$ cat src/rtl/imem_boot_loader.sv
// Byte-stream boot loader: fills instruction memory and holds the CPU in reset.
// Define IMEM_LOADER_CHECKSUM_EN to add a trailing XOR checksum byte.
module imem_boot_loader #(
    parameter int ADDR_W = 5,
    parameter int DEPTH  = 32
) (
    input  logic              clk,
    input  logic              rst,
    input  logic              in_valid,
    input  logic [7:0]        in_data,
    output logic              in_ready,
    input  logic              restart,
    output logic              imem_we,
    output logic [ADDR_W-1:0] imem_addr,
    output logic [31:0]       imem_wdata,
    output logic              cpu_rst_n,
    output logic              load_done,
    output logic              load_err,
    output logic [ADDR_W:0]   words_loaded
);

    typedef enum logic [2:0] {
        S_HDR,
        S_DATA,
`ifdef IMEM_LOADER_CHECKSUM_EN
        S_CHK,
`endif
        S_DONE,
        S_ERR
    } state_t;

    localparam logic [7:0]    DEPTH_B  = 8'(DEPTH);
    localparam logic [ADDR_W:0] WORD_ONE = 1;

    state_t              state_q, state_d;
    logic [ADDR_W:0]     n_q, n_d;
    logic [ADDR_W:0]     words_q, words_d;
    logic [1:0]          bcnt_q, bcnt_d;
    logic [31:0]         asm_q, asm_d;
    logic                ready_q, ready_d;
    logic                we_q, we_d;
    logic [ADDR_W-1:0]   addr_q, addr_d;
    logic [31:0]         wdata_q, wdata_d;
    logic                cpu_q, cpu_d;
`ifdef IMEM_LOADER_CHECKSUM_EN
    logic [7:0]          xor_q, xor_d;
`endif

    logic accept;
    assign accept = in_valid && ready_q;

    always_comb begin
        state_d = state_q;
        n_d     = n_q;
        words_d = words_q;
        bcnt_d  = bcnt_q;
        asm_d   = asm_q;
        we_d    = 1'b0;
        addr_d  = addr_q;
        wdata_d = wdata_q;
`ifdef IMEM_LOADER_CHECKSUM_EN
        xor_d   = xor_q;
`endif
        unique case (state_q)
            S_HDR: begin
`ifdef IMEM_LOADER_CHECKSUM_EN
                xor_d = 8'h00;
`endif
                if (accept) begin
                    if (in_data == 8'h00 || in_data > DEPTH_B) begin
                        state_d = S_ERR;
                    end else begin
                        n_d     = in_data[ADDR_W:0];
                        bcnt_d  = 2'd0;
                        words_d = '0;
                        state_d = S_DATA;
                    end
                end
            end
            S_DATA: begin
                if (accept) begin
                    asm_d  = {asm_q[23:0], in_data};
                    bcnt_d = bcnt_q + 2'd1;
`ifdef IMEM_LOADER_CHECKSUM_EN
                    xor_d  = xor_q ^ in_data;
`endif
                    if (bcnt_q == 2'd3) begin
                        we_d    = 1'b1;
                        addr_d  = words_q[ADDR_W-1:0];
                        wdata_d = {asm_q[23:0], in_data};
                        words_d = words_q + WORD_ONE;
                        if (words_q + WORD_ONE == n_q) begin
`ifdef IMEM_LOADER_CHECKSUM_EN
                            state_d = S_CHK;
`else
                            state_d = S_DONE;
`endif
                        end
                    end
                end
            end
`ifdef IMEM_LOADER_CHECKSUM_EN
            S_CHK: begin
                if (accept) begin
                    state_d = (in_data == xor_q) ? S_DONE : S_ERR;
                end
            end
`endif
            S_DONE, S_ERR: begin
                if (restart) begin
                    state_d = S_HDR;
                    n_d     = '0;
                    words_d = '0;
                    bcnt_d  = 2'd0;
                end
            end
            default: state_d = S_HDR;
        endcase
        ready_d = (state_d == S_HDR) || (state_d == S_DATA)
`ifdef IMEM_LOADER_CHECKSUM_EN
                  || (state_d == S_CHK)
`endif
                  ;
        // One-cycle lag lets the final write land before the CPU runs
        cpu_d = (state_q == S_DONE) && (state_d == S_DONE);
    end

    always_ff @(posedge clk or posedge rst) begin
        if (rst) begin
            state_q <= S_HDR;
            n_q     <= '0;
            words_q <= '0;
            bcnt_q  <= 2'd0;
            asm_q   <= '0;
            ready_q <= 1'b0;
            we_q    <= 1'b0;
            addr_q  <= '0;
            wdata_q <= '0;
            cpu_q   <= 1'b0;
`ifdef IMEM_LOADER_CHECKSUM_EN
            xor_q   <= 8'h00;
`endif
        end else begin
            state_q <= state_d;
            n_q     <= n_d;
            words_q <= words_d;
            bcnt_q  <= bcnt_d;
            asm_q   <= asm_d;
            ready_q <= ready_d;
            we_q    <= we_d;
            addr_q  <= addr_d;
            wdata_q <= wdata_d;
            cpu_q   <= cpu_d;
`ifdef IMEM_LOADER_CHECKSUM_EN
            xor_q   <= xor_d;
`endif
        end
    end

    assign in_ready     = ready_q;
    assign imem_we      = we_q;
    assign imem_addr    = addr_q;
    assign imem_wdata   = wdata_q;
    assign cpu_rst_n    = cpu_q;
    assign load_done    = (state_q == S_DONE);
    assign load_err     = (state_q == S_ERR);
    assign words_loaded = words_q;

endmodule

$ cat config.mk
export PLATFORM = sky130hd
export DESIGN_NAME = imem_boot_loader
export DESIGN_NICKNAME = d
export VERILOG_FILES = /design/src/rtl/imem_boot_loader.sv
export SDC_FILE = /design/constraint.sdc
export NUM_CORES = 1
export LEC_CHECK = 0
export ABC_AREA = 0
export CAP_MARGIN = 20
export CORE_MARGIN = 5
export CORE_UTILIZATION = 50
export CTS_BUF_LIST = sky130_fd_sc_hd__clkbuf_16
export DETAILED_ROUTE_END_ITERATION = 6
export PLACE_DENSITY = 0.76
export SYNTH_ARGS = -nofsm -noshare
export SYNTH_HDL_FRONTEND = slang
export SYNTH_SLANG_ARGS = --single-unit
$ cat constraint.sdc
create_clock -name clk -period 6.1 [get_ports clk]
set_clock_uncertainty 0.2 [all_clocks]
set_input_delay 1.22 -clock clk [delete_from_list [all_inputs] [get_ports clk]]
set_output_delay 1.22 -clock clk [all_outputs]
set_load 0.01 [all_outputs]
==> results of run 1 <==
## flip-flops by register name, indices dropped and copies added (netlist names)
register,cells
imem_wdata,32
asm_q,24
n_q,6
words_loaded,6
imem_addr,5
state_q,3
bcnt_q,2
cpu_rst_n,1
imem_we,1
in_ready,1
## cells in the final DEF (no fill, tap or decap), drive strengths merged, types with 2 or more instances in the layout
cell,n
xnor2,3
o31ai,3
xor2,4
o21ai,14
mux2i,6
inv,9
nand3,3
ha,2
clkbuf,9
nor2,9
nor3,2
buf,2
nor4,2
a21oi,6
mux2,32
dfrtp,81
clkinv,6
nand2,95
nand2b,2
and3,3
clkdlybuf4s50,59
## path summary, 6_finish.rpt
check	startpoint	slack (ps)	to	cells past startpoint
setup / recovery	in_valid	2880	imem_addr[4]	6
hold / removal	asm_q[16]	270	imem_wdata[24]	2
setup reg to reg	state_q[0]	3550	imem_addr[4]	6
hold reg to reg	asm_q[16]	270	imem_wdata[24]	2
max in group asynchronous	rst	3670	imem_wdata[7]	3
min in group asynchronous	rst	990	imem_wdata[28]	2
## power by group
part,switching (mW),internal [mW]
sequential,0.0735,0.637
combinational,0.0819,0.117
clock,0.206,0.271
total,0.361,1.02
## cells by family after synthesis
family                     synth area share (%)
other                                     0.107
xor gates and xnor gates                   1.75
muxes                                      12.0
AOI/OAI and AO/OA                          6.50
DFF                                        57.9
buffers and inverters                      4.18
and+or+nand+nor                            16.9
adders and majority gates                 0.714
## routing by layer
layer  vias to the layer above  part of all wire (%)  global-route usage [%]
met5                         -                     0                       0
met4                         0                   1.5                    6.50
met3                         8                   4.4                    4.09
met2                        46                    49                    28.4
met1                      1193                    45                    22.9
li1                       1148                     -                       -
## stage by stage
stage                     std cells  utilization [%]  hold WS [ps]  worst slack, ps  instance area (sq um)
after floorplan                 305                -           234             2600                   3500
after global placement          450             60.6           254             2570                   4120
after detailed placement        450             60.6           262             2520                   4120
after CTS                       466             64.5           277             2860                   4380
after global routing            466             64.5           291             2720                   4380
final                           466             64.5           270             2880                   4380
## layout make-up
type                            count  share of cell area [%]
Multi-Input combinational cell    203                    30.3
Tap cell                           96                    2.74
Sequential cell                    81                    46.2
Inverter                            9                   0.856
Timing Repair Buffer               61                    13.8
Clock buffer                        9                    5.14
Clock inverter                      7                   0.885
## tightest hold or removal path, delay by kind of cell, from the launching register on
kind,cells,cell delay [ps]
simple gates,2,100
flops,1,340
==> flow_summary.ini, run 1 <==
[timing]
finalMaxSlewViolations = 0
fin_crit_sh_pct = 52.8
report.final.setup_viol = 0
rsz0062_at_grt = no
tightest_slew_ps = 680
post-route-min-period_ps = 3220
hold_viol_final = 0
max_slew_margin_pct = 54.7
fmax_mhz = 311
totalNegativeSetupSlack_ps = 0

[place]
gp_congestion = 0.828
portBuffers = 59
dp_hpwl_mm = 4.78

[logic_synthesis]
synthTopCellsByArea = dfrtp_1 58%, mux2_2 10%, nand2_1 10%, mux2i_1 1.7%, buf_6 1.6%
ys_ff_latch = 81
synth_area_sq_mm = 0.00350
seq_area_frac_synth_pct = 57.9
synth_area_per_cell_sq_um = 11.5
netlist.area_leader.share_pct = 57.9
synthFlopType = dfrtp_1
synthCells = 305
synth.distinct_cells = 48
async_flop_share_pct = 100
ys_warn_count = 0
synth_fp_nets = 319
yosys.cell_count.top_type = nand2_1
synth.top_cells.by_count = 94 x nand2_1, 81 x dfrtp_1, 32 x mux2_2
yosysTopAreaCell = dfrtp_1
synth-edff-count = 0

[clock_tree]
cts_buffer_depth = 2
clk_pin_slew_worst_paths_ps = 60
hold_buffers = 0
post-cts-setup-buffer-count = 0
cts_tree = yes
cts.sinks = 81
cts_max_level = 3
cts_made_buffers = 9
cts-root-buf = clkbuf_16
postCtsResizedCells = 0
clk_latency_ps = 330

[drt]
drc = 0
drtIter0Drc = 132
first_pass_iters = 4
vias = 2395
avgViaCountPerCell = 5.14
drtAntennaViolNets = 0
wire_per_inst_um = 14.8
drt_wl_total_mm = 6.91

[grt]
grt-ovfl-total = 0
grt_pass1_wl_mm = 12.0
grt_pass1_vias = 2472
antenna_found_initial = 0
grt.total_usage_pct = 17.5
grt_max_degree = 57

[die]
rows = 30
die_area_sq_mm = 0.00878
core-area_sq_mm = 0.00679
start_util_pct = 51.5
ios = 60
die_h_um = 93.7
die_w_um = 93.7

[setup_path]
critPathBufInv = 3
end_kind = flip-flop
cp_cell_sequence = clkdlybuf4s50_1 > and3_1 > buf_4 > nand2_8 > inv_4 > mux2_2
worstSetupPathType = in2reg
slowest_delay_ps = 510
slowest_stage = clkdlybuf4s50_1
required_ps = 6110
arrival_ps = 3230
critPathLaunchType = input port
critical_path.top_delay_family = buffers and inverters
cp_max_fo = 44

[layout]
multi_input_area_sq_mm = 0.00133
fillers = 544
area_delta_synth_final_pct = 25.2
drive_gt1_share_pct = 16.5
diodes = 0
register_area_sq_mm = 0.00203
nNetsFinal = 379

[outcome]
outcome = completed

[power]
power_mw = 1.39
p_per_area_mw_per_mm2 = 316
ir_drop_mv = 0.165
p_leak_nw = 2.07

[job]
cap_violations = 0

[min_path]
hold_class = reg2reg
No activity file was read; power rests on OpenSTA's default activity.
==> run 2: changes to the inputs <==
Clock period 6.1 ns to 3.4 ns, I/O delays scaled along.
==> flow_summary.ini, run 2 (synthesis results as in run 1) <==
[setup_path]
slowest_delay_ps = 530
critPathLaunchType = flip-flop
end_kind = output pin
worstSetupPathType = reg2out
arrival_ps = 1740
r2r_end = imem_addr[3]
required_ps = 2520
r2r_slack_ps = 1090
cp_max_fo = 7
cp_cell_sequence = nor2b_1 > nand2_1 > inv_1 > clkdlybuf4s50_1
slowest_stage = clkdlybuf4s50_1
reg2regPathDepth = 5
reg2reg_from = state_q[2]

[power]
p_leak_nw = 2.10
power_switching_mw = 0.669
power_frac_clock_pct = 40.2
seq_power_share_pct = 46.5
ir_drop_mv = 0.397
sw_frac_of_total_pct = 24.4
p_per_area_mw_per_mm2 = 613
intPower_mw = 2.07
p_comb_share_pct = 13.3

[layout]
diodes = 0
area_delta_synth_final_pct = 27.8
drive_gt1_share_pct = 16.8
largest_register_ffs = 32
nNetsFinal = 379
final_util_pct = 65.9
final_common_cell = nand2_1
layout_common_cells = 94 x nand2_1, 81 x dfrtp_1, 59 x clkdlybuf4s50_1
fillers = 528

[clock_tree]
cts_made_buffers = 9
postCtsResizedCells = 0
cts-root-buf = clkbuf_16
clk_latency_ps = 330
hold_buffers = 0
clk_pin_slew_worst_paths_ps = 60
cts_buffer_depth = 2
post-cts-setup-buffer-count = 0
cts_max_level = 3
cts.sinks = 81
cts_tree = yes

[grt]
antenna_found_initial = 0
grt.total_usage_pct = 17.8
grt_pass1_vias = 2522
grt_pass1_wl_mm = 12.1
grt_max_degree = 45
grt-ovfl-total = 0

[drt]
drt_wl_total_mm = 7.04
drtIter0Drc = 98
avgViaCountPerCell = 5.16
first_pass_iters = 4
drc = 0
vias = 2405
drtAntennaViolNets = 0
wire_per_inst_um = 15.1

[die]
core-area_sq_mm = 0.00679
die_h_um = 93.7
rows = 30
die_area_sq_mm = 0.00878
start_util_pct = 51.5
die_w_um = 93.7
ios = 60

[timing]
hold_viol_final = 0
fmax_mhz = 382
tightest_slew_ps = 678
report.final.setup_viol = 0
max_slew_margin_pct = 54.8
fin_crit_sh_pct = 77.1
post-route-min-period_ps = 2620
finalMaxSlewViolations = 0
totalNegativeSetupSlack_ps = 0
rsz0062_at_grt = no
holdWs_ps = 269

[min_path]
min_path_cells = 2
hold_class = reg2reg
min_to = imem_wdata[24]
hold_path_startpoint = asm_q[16]

[place]
gp_congestion = 0.824
portBuffers = 59
dp_hpwl_mm = 4.61

[job]
cap_violations = 0

[outcome]
outcome = completed
## run 2: changes by cell type in the layout (fill, tap and decap cells not counted)
cell       delta
bufinv_16     +3
clkinv_2      -3
buf_12        +1
buf_4         -1
clkinv_1      -1
inv_6         +1
## run 2: layout make-up
class	instances	area (sq um)	share of cell area, %
Clock buffer	9	225	5.03
Clock inverter	7	119	2.66
Inverter	9	37.5	0.839
Multi-Input combinational cell	203	1330	29.7
Sequential cell	81	2030	45.3
Tap cell	96	120	2.68
Timing Repair Buffer	61	618	13.8
## run 2: stage by stage
step	setup WS, ps	power, mW	std cells	instance area [sq um]
finish	779	2.74	466	4480
global route	728	2.86	466	4480
CTS	778	2.76	466	4480
detailed placement	629	1.65	450	4130
global placement	659	1.63	450	4130
floorplan	440	1.51	305	3500
## run 2: worst max path at each step
stage	from	end	depth (start not counted)
after floorplan	rst	asm_q[0]	1
after global placement	in_valid	imem_addr[4]	5
after detailed placement	in_valid	imem_addr[3]	5
after CTS	state_q[1]	load_err	4
after global routing	state_q[1]	load_err	4
final	state_q[1]	load_err	4
## run 2: power groups by stage
stage                     clock [mW]  sequential, mW  combinational [mW]
after CTS                       1.11            1.28               0.371
after global placement             0            1.28               0.348
final                           1.10            1.27               0.364
after floorplan                    0            1.26               0.250
after global routing            1.15            1.30               0.405
after detailed placement           0            1.29               0.365
## run 2: critical path, delay by kind of cell, from the launching register on
family / cells / cell delay [ps]
buffers and inverters: 2 / 600
flip-flops: 1 / 470
AND/OR/NAND/NOR: 2 / 340
## run 2: layer usage
| metal | track usage [%] | vias to the layer above | part of all wire [%] |
|---|---|---|---|
| met4 | 9.39 | 0 | 2.2 |
| met2 | 28.9 | 58 | 50 |
| met3 | 2.96 | 12 | 4.5 |
| li1 | - | 1142 | - |
| met5 | 0 | - | 0 |
| met1 | 22.9 | 1193 | 43 |
==> run 3: changes to the inputs <==
Settings changed: CORE_UTILIZATION 50 to 47, PLACE_DENSITY 0.76 to 0.75.
Clock period 3.4 ns to 2.1 ns, I/O delays scaled along.
==> flow_summary.ini, run 3 (synthesis results as in run 1) <==
[die]
ios = 60
start_util_pct = 48.3
die_h_um = 96.3
die_area_sq_mm = 0.00928
rows = 31
core-area_sq_mm = 0.00725
die_w_um = 96.3

[drt]
drtAntennaViolNets = 0
wire_per_inst_um = 15.7
drtIter0Drc = 107
drc = 0
avgViaCountPerCell = 5.09
drt_wl_total_mm = 7.88
vias = 2560
first_pass_iters = 4

[grt]
grt_pass1_wl_mm = 12.7
antenna_found_initial = 0
grt.total_usage_pct = 18.3
grt_max_degree = 30
grt-ovfl-total = 0
grt_pass1_vias = 2568

[power]
ir_drop_mv = 0.516
p_per_area_mw_per_mm2 = 875
p_leak_nw = 2.30

[setup_path]
critPathBufInv = 2
required_ps = 1480
reg2reg_from = words_loaded[0]
worstSetupPathType = reg2out
critical_path.top_delay_family = buffers and inverters
cp_max_fo = 5
arrival_ps = 1450
reg2regPathDepth = 6
critPathLaunchType = flip-flop
cp_cell_sequence = buf_4 > clkdlybuf4s50_1
slowest_delay_ps = 550
r2r_slack_ps = 50
end_kind = output pin
r2r_end = state_q[0]
slowest_stage = clkdlybuf4s50_1

[timing]
worst_slack_ps = 32.2
holdWs_ps = 220
totalNegativeSetupSlack_ps = 0
fmax_mhz = 484
fin_crit_sh_pct = 98.5
post-route-min-period_ps = 2070
finalMaxSlewViolations = 0
rsz0062_at_grt = yes
report.final.setup_viol = 0
hold_viol_final = 0

[min_path]
hold_class = in2async

[layout]
nNetsFinal = 413
diodes = 0
stdcell_count = 503
drive_gt1_share_pct = 25.2
area_delta_synth_final_pct = 35.3
stdcell_area_sq_mm = 0.00474
final_common_cell = nand2_1
layout_common_cells = 94 x nand2_1, 79 x dfrtp_1, 53 x clkdlybuf4s50_1
largest_register_ffs = 32

[clock_tree]
cts_buffer_depth = 2
cts_tree = yes
cts_made_buffers = 9
cts_max_level = 3
cts.sinks = 81
cts-root-buf = clkbuf_16
clk_latency_ps = 340
hold_buffers = 0
clk_pin_slew_worst_paths_ps = 60

[place]
dp_hpwl_mm = 5.49
dp_slack_ps = -487
portBuffers = 59
gp_congestion = 0.805
dpl_cell_area_sq_mm = 0.00438
placed_cells = 478

[job]
cap_violations = 0

[outcome]
outcome = completed
run 3: cell types whose count changed in the layout (fill, tap and decap cells not counted), moves of 2 or more:
cell	before	now
clkdlybuf4s50_1	59	53
dlymetal6s2s_1	0	4
bufinv_16	3	0
buf_12	1	5
dfrtp_1	81	79
dfrtp_2	0	2
dlygate4sd2_1	0	2
buf_4	1	31
run 3: how the worst max path moves through the flow:
| stage | endpoint | slack (ps) | from | depth (start not counted) |
|---|---|---|---|---|
| 6_report | words_loaded[2] | 30 | words_loaded[2] | 2 |
| 5_1_grt | words_loaded[2] | -40 | in_data[0] | 8 |
| 4_1_cts | n_q[3] | 4 | in_data[4] | 7 |
| 3_5_place_dp | n_q[1] | -490 | in_data[1] | 6 |
| 3_3_place_gp | n_q[4] | -360 | in_data[1] | 6 |
| 2_1_floorplan | state_q[0] | 170 | words_loaded[0] | 6 |
run 3: stage by stage:
| stage | total power [mW] | util (%) |
|---|---|---|
| after floorplan | 2.44 | - |
| after detailed placement | 2.73 | 60.3 |
| after global placement | 2.68 | 60.3 |
| after CTS | 4.18 | 64.6 |
| after global routing | 4.34 | 65.3 |
| final | 4.14 | 65.3 |
run 3: what timing repair did:
action                                  CTS  global route
endpoints found under the setup margin   14            30
gates resized for setup                   7             6
buffers inserted                          4             5
pin swaps                                 8             5
run 3: area by class of cell:
| cell class | instances | area (sq um) |
|---|---|---|
| Fill cell | 559 | 2520 |
| Clock inverter | 7 | 47.5 |
| Sequential cell | 81 | 2030 |
| Clock buffer | 9 | 225 |
| Timing Repair Buffer | 95 | 931 |
| Multi-Input combinational cell | 203 | 1340 |
| Tap cell | 99 | 124 |
| Inverter | 9 | 40.0 |
run 3: power by group:
group          leakage [nW]  internal [mW]  switching (mW)
Combinational          1.08          0.380           0.277
Sequential             1.08           1.85           0.208
Clock                 0.137          0.799           0.628
Total                  2.30           3.03            1.11
run 3: routing by layer:
layer / global-route usage [%] / wire length, um / vias to the layer above
met5: 0 / 0 / -
met4: 10.3 / 159 / 0
met3: 3.83 / 390 / 16
met2: 30.6 / 4080 / 66
met1: 21.9 / 3240 / 1267
li1: - / - / 1211
